$ cat config.mk
export PLATFORM = sky130hd
export DESIGN_NAME = jk_bank_arbiter
export DESIGN_NICKNAME = d
export VERILOG_FILES = /design/src/rtl/jk_pkg.sv /design/src/rtl/jk_cell.sv /design/src/rtl/jk_bank_arbiter.sv
export SDC_FILE = /design/constraint.sdc
export NUM_CORES = 1
export LEC_CHECK = 0
export BUFFER_PORTS_ARGS = -buffer_cell sky130_fd_sc_hd__buf_2
export CAP_MARGIN = 20
export CORE_MARGIN = 3
export CORE_UTILIZATION = 44
export CTS_CLUSTER_DIAMETER = 120
export DETAILED_ROUTE_END_ITERATION = 10
export PLACE_DENSITY = 0.72
export SETUP_SLACK_MARGIN = 0.02
export SYNTH_ARGS = -nofsm -noshare
export SYNTH_HDL_FRONTEND = slang
export SYNTH_SLANG_ARGS = --single-unit
export TNS_END_PERCENT = 1
$ cat constraint.sdc
create_clock -name clk -period 2 [get_ports clk]
set_clock_uncertainty 0.15 [all_clocks]
set_input_delay 0.2 -clock clk [delete_from_list [all_inputs] [get_ports clk]]
set_output_delay 0.2 -clock clk [all_outputs]
set_load 0.01 [all_outputs]
$ cat src/rtl/jk_pkg.sv
// jk_pkg: shared types and helpers for the JK bank arbiter.
//   jk_op_e   : per-bit command; the encoding is the {J,K} drive pair.
//   jk_decode : op -> {j,k}.
package jk_pkg;

  typedef enum logic [1:0] {
    JK_HOLD = 2'b00,
    JK_CLR  = 2'b01,
    JK_SET  = 2'b10,
    JK_TOG  = 2'b11
  } jk_op_e;

  function automatic logic [1:0] jk_decode(input jk_op_e op);
    logic [1:0] jk;
    case (op)
      JK_CLR:  jk = 2'b01;
      JK_SET:  jk = 2'b10;
      JK_TOG:  jk = 2'b11;
      default: jk = 2'b00;
    endcase
    return jk;
  endfunction

endpackage

$ cat src/rtl/jk_cell.sv
// jk_cell: one JK flip-flop, async active-high reset to 0.
//   clk, rst : clock, async reset
//   j, k     : JK drive (00 hold, 01 clear, 10 set, 11 toggle)
//   q        : state
module jk_cell (
  input  logic clk,
  input  logic rst,
  input  logic j,
  input  logic k,
  output logic q
);

  always_ff @(posedge clk or posedge rst) begin
    if (rst) begin
      q <= 1'b0;
    end else begin
      case ({j, k})
        2'b01:   q <= 1'b0;
        2'b10:   q <= 1'b1;
        2'b11:   q <= ~q;
        default: q <= q;
      endcase
    end
  end

endmodule

$ cat src/rtl/jk_bank_arbiter.sv
// jk_bank_arbiter: round-robin arbiter + two-stage sequencer driving a bank
// of WIDTH JK cells from NREQ requesters.
//   clk, rst             : clock, async active-high reset
//   req_valid/req_ready  : per-requester handshake (ready is one-hot or zero)
//   req_op, req_idx      : per-requester command and target bit
//   q                    : bank state
//   ack_valid/id/err     : one-cycle completion pulse, aligned with q update
// Accept at edge N registers J/K vectors; the bank and ack update at N+1.
module jk_bank_arbiter
  import jk_pkg::*;
#(
  parameter  int NREQ  = 4,
  parameter  int WIDTH = 8,
  parameter  int IDXW  = (WIDTH > 1) ? $clog2(WIDTH) : 1,
  localparam int IDW   = $clog2(NREQ)
) (
  input  logic                       clk,
  input  logic                       rst,
  input  logic [NREQ-1:0]            req_valid,
  output logic [NREQ-1:0]            req_ready,
  input  logic [NREQ-1:0][1:0]       req_op,
  input  logic [NREQ-1:0][IDXW-1:0]  req_idx,
  output logic [WIDTH-1:0]           q,
  output logic                       ack_valid,
  output logic [IDW-1:0]             ack_id,
  output logic                       ack_err
);

  localparam int STAGES = 2;

  typedef struct packed {
    logic [WIDTH-1:0] j;
    logic [WIDTH-1:0] k;
    logic [IDW-1:0]   id;
    logic             err;
  } s1_t;

  logic [IDW-1:0]    rr_ptr;
  logic [IDW-1:0]    win;
  logic [IDW-1:0]    cand;
  logic              found;
  logic [STAGES-1:0] vld_pipe;   // [0] stage-1 command held, [1] ack pulse
  logic [1:0]        jk;
  logic              err_in;
  logic [WIDTH-1:0]  sel;
  s1_t               s1_d;
  s1_t               s1_q;

  // Round-robin search starting at rr_ptr; first valid requester wins.
  // Forced idle during reset so nothing is granted while rst is high.
  always_comb begin
    found = 1'b0;
    win   = '0;
    cand  = '0;
    for (int i = 0; i < NREQ; i++) begin
      cand = IDW'((int'(rr_ptr) + i) % NREQ);
      if (!found && req_valid[cand]) begin
        found = 1'b1;
        win   = cand;
      end
    end
    if (rst) found = 1'b0;
  end

  assign req_ready = found ? (NREQ'(1) << win) : '0;

  // Decode the winner into one-hot J/K vectors. An out-of-range index
  // yields all-zero drive, so the bank holds and only the ack reports it.
  // With no grant the stage register loads zeros, so cells never need a
  // separate enable.
  always_comb begin
    jk     = jk_decode(jk_op_e'(req_op[win]));
    err_in = (int'(req_idx[win]) >= WIDTH);
    sel    = '0;
    if (!err_in) sel = WIDTH'(1) << req_idx[win];
    s1_d.j   = {WIDTH{jk[1]}} & sel;
    s1_d.k   = {WIDTH{jk[0]}} & sel;
    s1_d.id  = win;
    s1_d.err = err_in;
    if (!found) s1_d = '0;
  end

  always_ff @(posedge clk or posedge rst) begin
    if (rst) begin
      rr_ptr   <= '0;
      vld_pipe <= '0;
      s1_q     <= '0;
      ack_id   <= '0;
      ack_err  <= 1'b0;
    end else begin
      vld_pipe <= {vld_pipe[0], found};
      s1_q     <= s1_d;
      if (found) rr_ptr <= (int'(win) == NREQ - 1) ? '0 : win + 1'b1;
      if (vld_pipe[0]) ack_id <= s1_q.id;
      ack_err  <= vld_pipe[0] & s1_q.err;
    end
  end

  assign ack_valid = vld_pipe[1];

  // Bank: every cell sees the registered drive; untargeted cells get 00.
  for (genvar g = 0; g < WIDTH; g++) begin : g_cell
    jk_cell u_cell (
      .clk (clk),
      .rst (rst),
      .j   (s1_q.j[g]),
      .k   (s1_q.k[g]),
      .q   (q[g])
    );
  end

endmodule
==> impl_results.md, run 1 <==
* Initial Util at 0.4666
* Max Freq at 466.8 MHz
* Final setup vio count at 20
* Num rows at 21
* Post-DP HPWL at 2.414 mm
* Grt met1 use at 0.2233
* Mapped Nets at 190
* GRT overflow at 0
* Pwr dens at 1197 nW/um^2
* Grt met3 use at 0.04082
* Cts bufs inserted at 5
* Multi-input gate area at 723.2 sq um
* Via count at 1,382
* Pwr Total at 0.002451 W
* Initial DRC count at 59
* Most common cell after layout, fill and taps aside: buf_2
* Register area at 802.0 sq um
* Largest net degree at the start of global routing at 33
* Detailed Route WL at 3.466 mm
* Maximum vdd drop at 645.3 uV
* Clock Tree Buf Depth at 2
* Core area at 3390 sq um
* Reg2Reg Setup Slack at -0.11 ns
* Hold path depth at 4
* Nature of the critical path endpoint: primary output
* Ranking of synthesized cells by area: dfrtp_1, nor2_1, nand3_1, buf_4, ha_1
* Gr usage total at 0.1808
* Max Cap Viol at 0
* GR Util met2 at 0.3016
* CP arrival at 1.79 ns
* Syn-to-layout area delta at 29.43%
* WL/cell at 13.49 um
* Fillers at 289
* Via density per instance at 5.377
* Period utilization at 1.071
* Final Wtd Congestion at 0.8718
* Die area at 4349 sq um
* Post-route ant nets at 0
* Clock-pin slew on the worst setup and hold paths at 0.09 ns
* CTS tree: built
* Worst r2r dst: s1_q[14]
* Worst-skew pair later-pin latency at 0.32 ns
* Synth Register Bits at 32
* Setup CP Type: flip-flop to primary output
* Max Slew Vio Count at 0
* Startpoint Class: flip-flop
* Pre-CTS WS at 0.006134 ns
* Synth cell types at 36
* Number of diodes at 0
* Cell taking the most area after synthesis: dfrtp_1
* Synth Cell Area at 1582 sq um
* Status: finished, violations left
* Clock period minus worst slack at 2.142 ns
* # port buffers at 40
* Crit path max fanout at 7
* Post-synthesis sequential area ratio at 0.5063
* H-tree depth at 2
* Hold WC Path Type: primary input to flip-flop
* Post-route setup slack at -0.1420 ns
* Net count reported at finish at 240
* WHS Endpoint: s1_q[2]
* Start of the worst register-to-register path: rr_ptr[0]
* R2R depth at 8
* Post-Synthesis Cells at 160
* Layout cells sized above 1 at 0.4076
* Die span in x at 65.95 um
* TritonRoute pass-1 iters at 4
* GR peak layer: met2
* P_leak at 1.007 nW
* Chip height at 65.95 um
* Syn. warnings at 0
* Most frequent cells in the layout: buf_2, dfrtp_1, nor2_1
* Vias in the first global route at 1,396
* Initial antenna violation count at 0
* Clk sinks at 32
* DRC at 0
* Yosys top cell area share at 0.5063
* Avg Synthesized Cell Area at 9.884 sq um
* First-pass GRT wire length at 6.051 mm
* Failing checks: setup timing
* Count of final hold-check violations at 0
* Root buffer cell: clkbuf_4
* Min-delay src: rst
* Req. time, crit path at 1.65 ns
* Unrepaired setup endpoints after global routing: yes
* Core Util, Final at 0.6039
* Top Ports at 42
cell families after synthesis:
kind of cell,share of synthesized area
muxes,0.04589
and+or+nand+nor,0.2112
buffers and inverters,0.07673
other,0.002371
adders and majority gates,0.03165
DFF,0.5063
AOI/OAI and AO/OA,0.1258
synth_stat cells (all sizes together):
library cell	instances
dfrtp	32
o221a	1
nand4	2
nor3	1
mux2i	5
o21a	1
nand3	18
o2bb2ai	2
and2	4
clkinv	1
and4	2
a21oi	5
nand2	8
and4b	1
a21o	1
nand2b	1
a211oi	2
conb	1
nor2	26
inv	10
mux2	2
nand3b	1
buf	11
nor2b	1
ha	4
o21ai	10
o211ai	4
and3	2
o221ai	1
per-stage QoR:
step | std cells | hold slack [ns] | setup TNS (ns) | area (sq um)
6_report | 257 | 0.1828 | -1.671 | 2047
5_1_grt | 257 | 0.2199 | -3.938 | 2047
4_1_cts | 257 | 0.1851 | -0.7224 | 2038
3_5_place_dp | 240 | 0.1987 | 0 | 1800
3_3_place_gp | 240 | 0.1871 | 0 | 1800
2_1_floorplan | 160 | -0.01756 | 0 | 1585
worst max-delay path: stages, from the launching register on:
cell and delay [ns]:
dfrtp_2 0.46, and4b_1 0.23, a21oi_2 0.12, buf_4 0.14
nand2_4 0.07, inv_4 0.07, ha_2 0.15, and2_1 0.11
buf_2 0.12
worst max path at each step:
stage	slack, ns	from	end	cells past startpoint
after detailed placement	0.006	rr_ptr[1]	s1_q[8]	7
after floorplan	0.05	rst	s1_q[12]	6
final	-0.14	rr_ptr[1]	req_ready[2]	8
after global placement	0.11	rr_ptr[1]	s1_q[4]	7
after global routing	-0.23	rr_ptr[0]	s1_q[14]	8
after CTS	-0.12	rr_ptr[1]	req_ready[0]	7
power by group:
group | total, W | leakage [nW] | switching, W | internal [W]
Combinational | 0.00101 | 0.541 | 0.000552 | 0.000454
Sequential | 0.000900 | 0.415 | 0.0000982 | 0.000802
Clock | 0.000544 | 0.0515 | 0.000212 | 0.000332
area by class of cell:
| class | count | share of cell area |
|---|---|---|
| clock buffer | 7 | 0.03178 |
| tap | 46 | 0.02812 |
| clock inverter | 1 | 0.01467 |
| inverter | 11 | 0.02323 |
| timing repair buffer | 54 | 0.1571 |
| sequential | 32 | 0.3918 |
| multi-input combinational | 106 | 0.3533 |
registers in the layout, summed over array words and instances (netlist names):
register         flops
ack_id               2
g_cell.u_cell.q      8
rr_ptr               2
s1_q                18
vld_pipe             2
what timing repair did:
action	CTS	global route
endpoints found under the hold margin	32	0
endpoints found under the setup margin	7	20
pin swaps	12	4
setup buffers	8	0
resized for setup	19	5
hold buffers	1	0
per-layer routing:
layer | wire [um] | vias to the layer above
met2 | 1748 | 78
li1 | - | 643
met5 | 0 | -
met1 | 1405 | 654
met3 | 252 | 7
met4 | 61 | 0
Note: power is estimated with default switching activity, not from simulation.
==> inputs of run 2 (changes only) <==
--- a/config.mk
+++ b/config.mk
@@ -7,6 +7,7 @@
 export LEC_CHECK = 0
 export BUFFER_PORTS_ARGS = -buffer_cell sky130_fd_sc_hd__buf_2
 export CAP_MARGIN = 20
+export CORE_ASPECT_RATIO = 1.4
 export CORE_MARGIN = 3
 export CORE_UTILIZATION = 44
 export CTS_CLUSTER_DIAMETER = 120
==> run 2 against run 1 <==
  * Via count down 5.9%
  * The run still ends with setup timing left
  * Largest cell class unchanged
  * Non-clock buffer count down 2
  * Die area is 0.24% higher
  * Sequential cell count did not move
==> impl_results.md, run 2 (synthesis gave the netlist of run 1 again) <==
* Core Util, Final at 0.6088
* Flop pwr share at 0.356
* Root buffer cell: clkbuf_8
* Most flop-heavy register: s1_q
* Clock period minus worst slack at 2.173 ns
* Max Slew Vio Count at 0
* Top Registers: s1_q: 18 flops, g_cell.u_cell.q: 8 flops
* Num rows at 25
* Clock power share at 0.239
* Startpoint Class: flip-flop
* CTS tree: built
* Most frequent cells in the layout: buf_2, dfrtp_1, nor2_1
* Detailed Route WL at 3.291 mm
* H-tree depth at 2
* Post-route ant nets at 0
* Net switching power figure at 0.0008859 W
* Status: finished, violations left
* Max Freq at 460.2 MHz
* Crit path max fanout at 7
* Gate power share at 0.404
* DRC at 0
* Clock Tree Buf Depth at 2
* Req. time, crit path at 1.65 ns
* Post-DP HPWL at 2.392 mm
* Nature of the critical path endpoint: primary output
* Clk sinks at 32
* Via count at 1,300
* Chip height at 76.94 um
* Sw Ratio at 0.3496
* Top Ports at 42
* Die span in x at 56.67 um
* WL/cell at 13.22 um
* Hold WC Path Type: primary input to flip-flop
* Die area at 4360 sq um
* Number of diodes at 0
* Layout cells sized above 1 at 0.4258
* Failing checks: setup timing
* Maximum vdd drop at 601.6 uV
* Net count reported at finish at 238
* Final Wtd Congestion at 0.7643
* TritonRoute pass-1 iters at 4
* CP arrival at 1.82 ns
* P_leak at 1.008 nW
* Setup CP Type: flip-flop to primary output
* Initial Util at 0.4639
* Initial antenna violation count at 0
* Int Power at 0.001648 W
* Vias in the first global route at 1,250
* Start of the worst register-to-register path: rr_ptr[1]
* Max reg flops at 18
* Count of final hold-check violations at 0
* Most common cell after layout, fill and taps aside: buf_2
* Unrepaired setup endpoints after global routing: yes
* CP startpoint: rr_ptr[1]
* First-pass GRT wire length at 5.451 mm
* Final setup vio count at 20
* Period utilization at 1.086
* Clock-pin slew on the worst setup and hold paths at 0.07 ns
* Min-delay src: req_valid[0]
* Pwr dens at 1221 nW/um^2
* Gr usage total at 0.1602
* Syn-to-layout area delta at 31.25%
* Largest net degree at the start of global routing at 33
* Max Cap Viol at 0
* Worst-skew pair later-pin latency at 0.28 ns
* GRT overflow at 0
* Initial DRC count at 25
* Cts bufs inserted at 5
* Core area at 3410 sq um
* Min Hold Slack at 0.2214 ns
* Post-route setup slack at -0.1728 ns
* # port buffers at 40
* Via density per instance at 5.221
[run 2: cell count changes in the layout (fill, tap and decap cells not counted), sizes merged]
cell,before,now
buf,53,51
clkbuf,7,5
clkinv,1,2
clkinvlp,1,2
[run 2: metrics by stage]
stage | TNS, ns | power [W] | instance area (sq um) | worst slack, ns | std cells
2_1_floorplan | 0 | 0.001577 | 1585 | 0.05492 | 160
3_3_place_gp | 0 | 0.001711 | 1800 | 0.04882 | 235
3_5_place_dp | -0.02412 | 0.001748 | 1800 | -0.01628 | 235
4_1_cts | -0.4256 | 0.002442 | 1996 | -0.09384 | 247
5_1_grt | -3.782 | 0.002707 | 2076 | -0.2683 | 249
6_report | -1.555 | 0.002534 | 2076 | -0.1728 | 249
[run 2: area by class of cell]
class	count	area, sq um
inverters	11	45.04
clock buffers	5	68.82
flip-flops and latches	32	802.0
well taps	40	50.05
clock inverters	3	42.54
repair buffers	52	316.6
fillers	272	1334
multi-input cells	106	750.7
[run 2: worst max-delay path, stage by stage, from the launching register on]
cell     delay (ns)
dfrtp_2        0.46
buf_6          0.13
and4b_1        0.19
a21oi_2        0.15
nand2_2        0.12
inv_2          0.10
ha_2           0.15
and2_1         0.11
buf_2          0.13
[run 2: final timing paths]
check / end / slack [ns] / depth (start not counted)
min in group asynchronous: rr_ptr[1] / 0.44 / 4
worst max-delay path: req_ready[2] / -0.17 / 8
max in group asynchronous: rr_ptr[1] / 0.97 / 4
worst min register to register: g_cell[4].u_cell.q / 0.26 / 1
worst max register to register: s1_q[10] / -0.10 / 8
worst min-delay path: s1_q[2] / 0.22 / 4
[run 2: per-layer routing]
| metal | global-route usage | wire, um | up-vias |
|---|---|---|---|
| met4 | 0.07601 | 51 | 0 |
| met2 | 0.2940 | 1801 | 57 |
| met1 | 0.1628 | 1217 | 600 |
| li1 | - | - | 637 |
| met3 | 0.04209 | 221 | 6 |
| met5 | 0 | 0 | - |
[run 2: timing repair]
| item | CTS | global route |
|---|---|---|
| hold endpoints to repair | 32 | 0 |
| hold buffers | 1 | 0 |
| setup endpoints to repair | 14 | 20 |
| resized for setup | 15 | 14 |
| pin swaps | 7 | 6 |
| buffers inserted | 3 | 2 |
[run 2: power groups by stage]
stage,combinational [W],clock (W),sequential (W)
after global routing,0.00113,0.000651,0.000927
after detailed placement,0.000839,0,0.000910
final,0.00102,0.000607,0.000903
after global placement,0.000807,0,0.000904
after CTS,0.000917,0.000618,0.000908
after floorplan,0.000680,0,0.000897
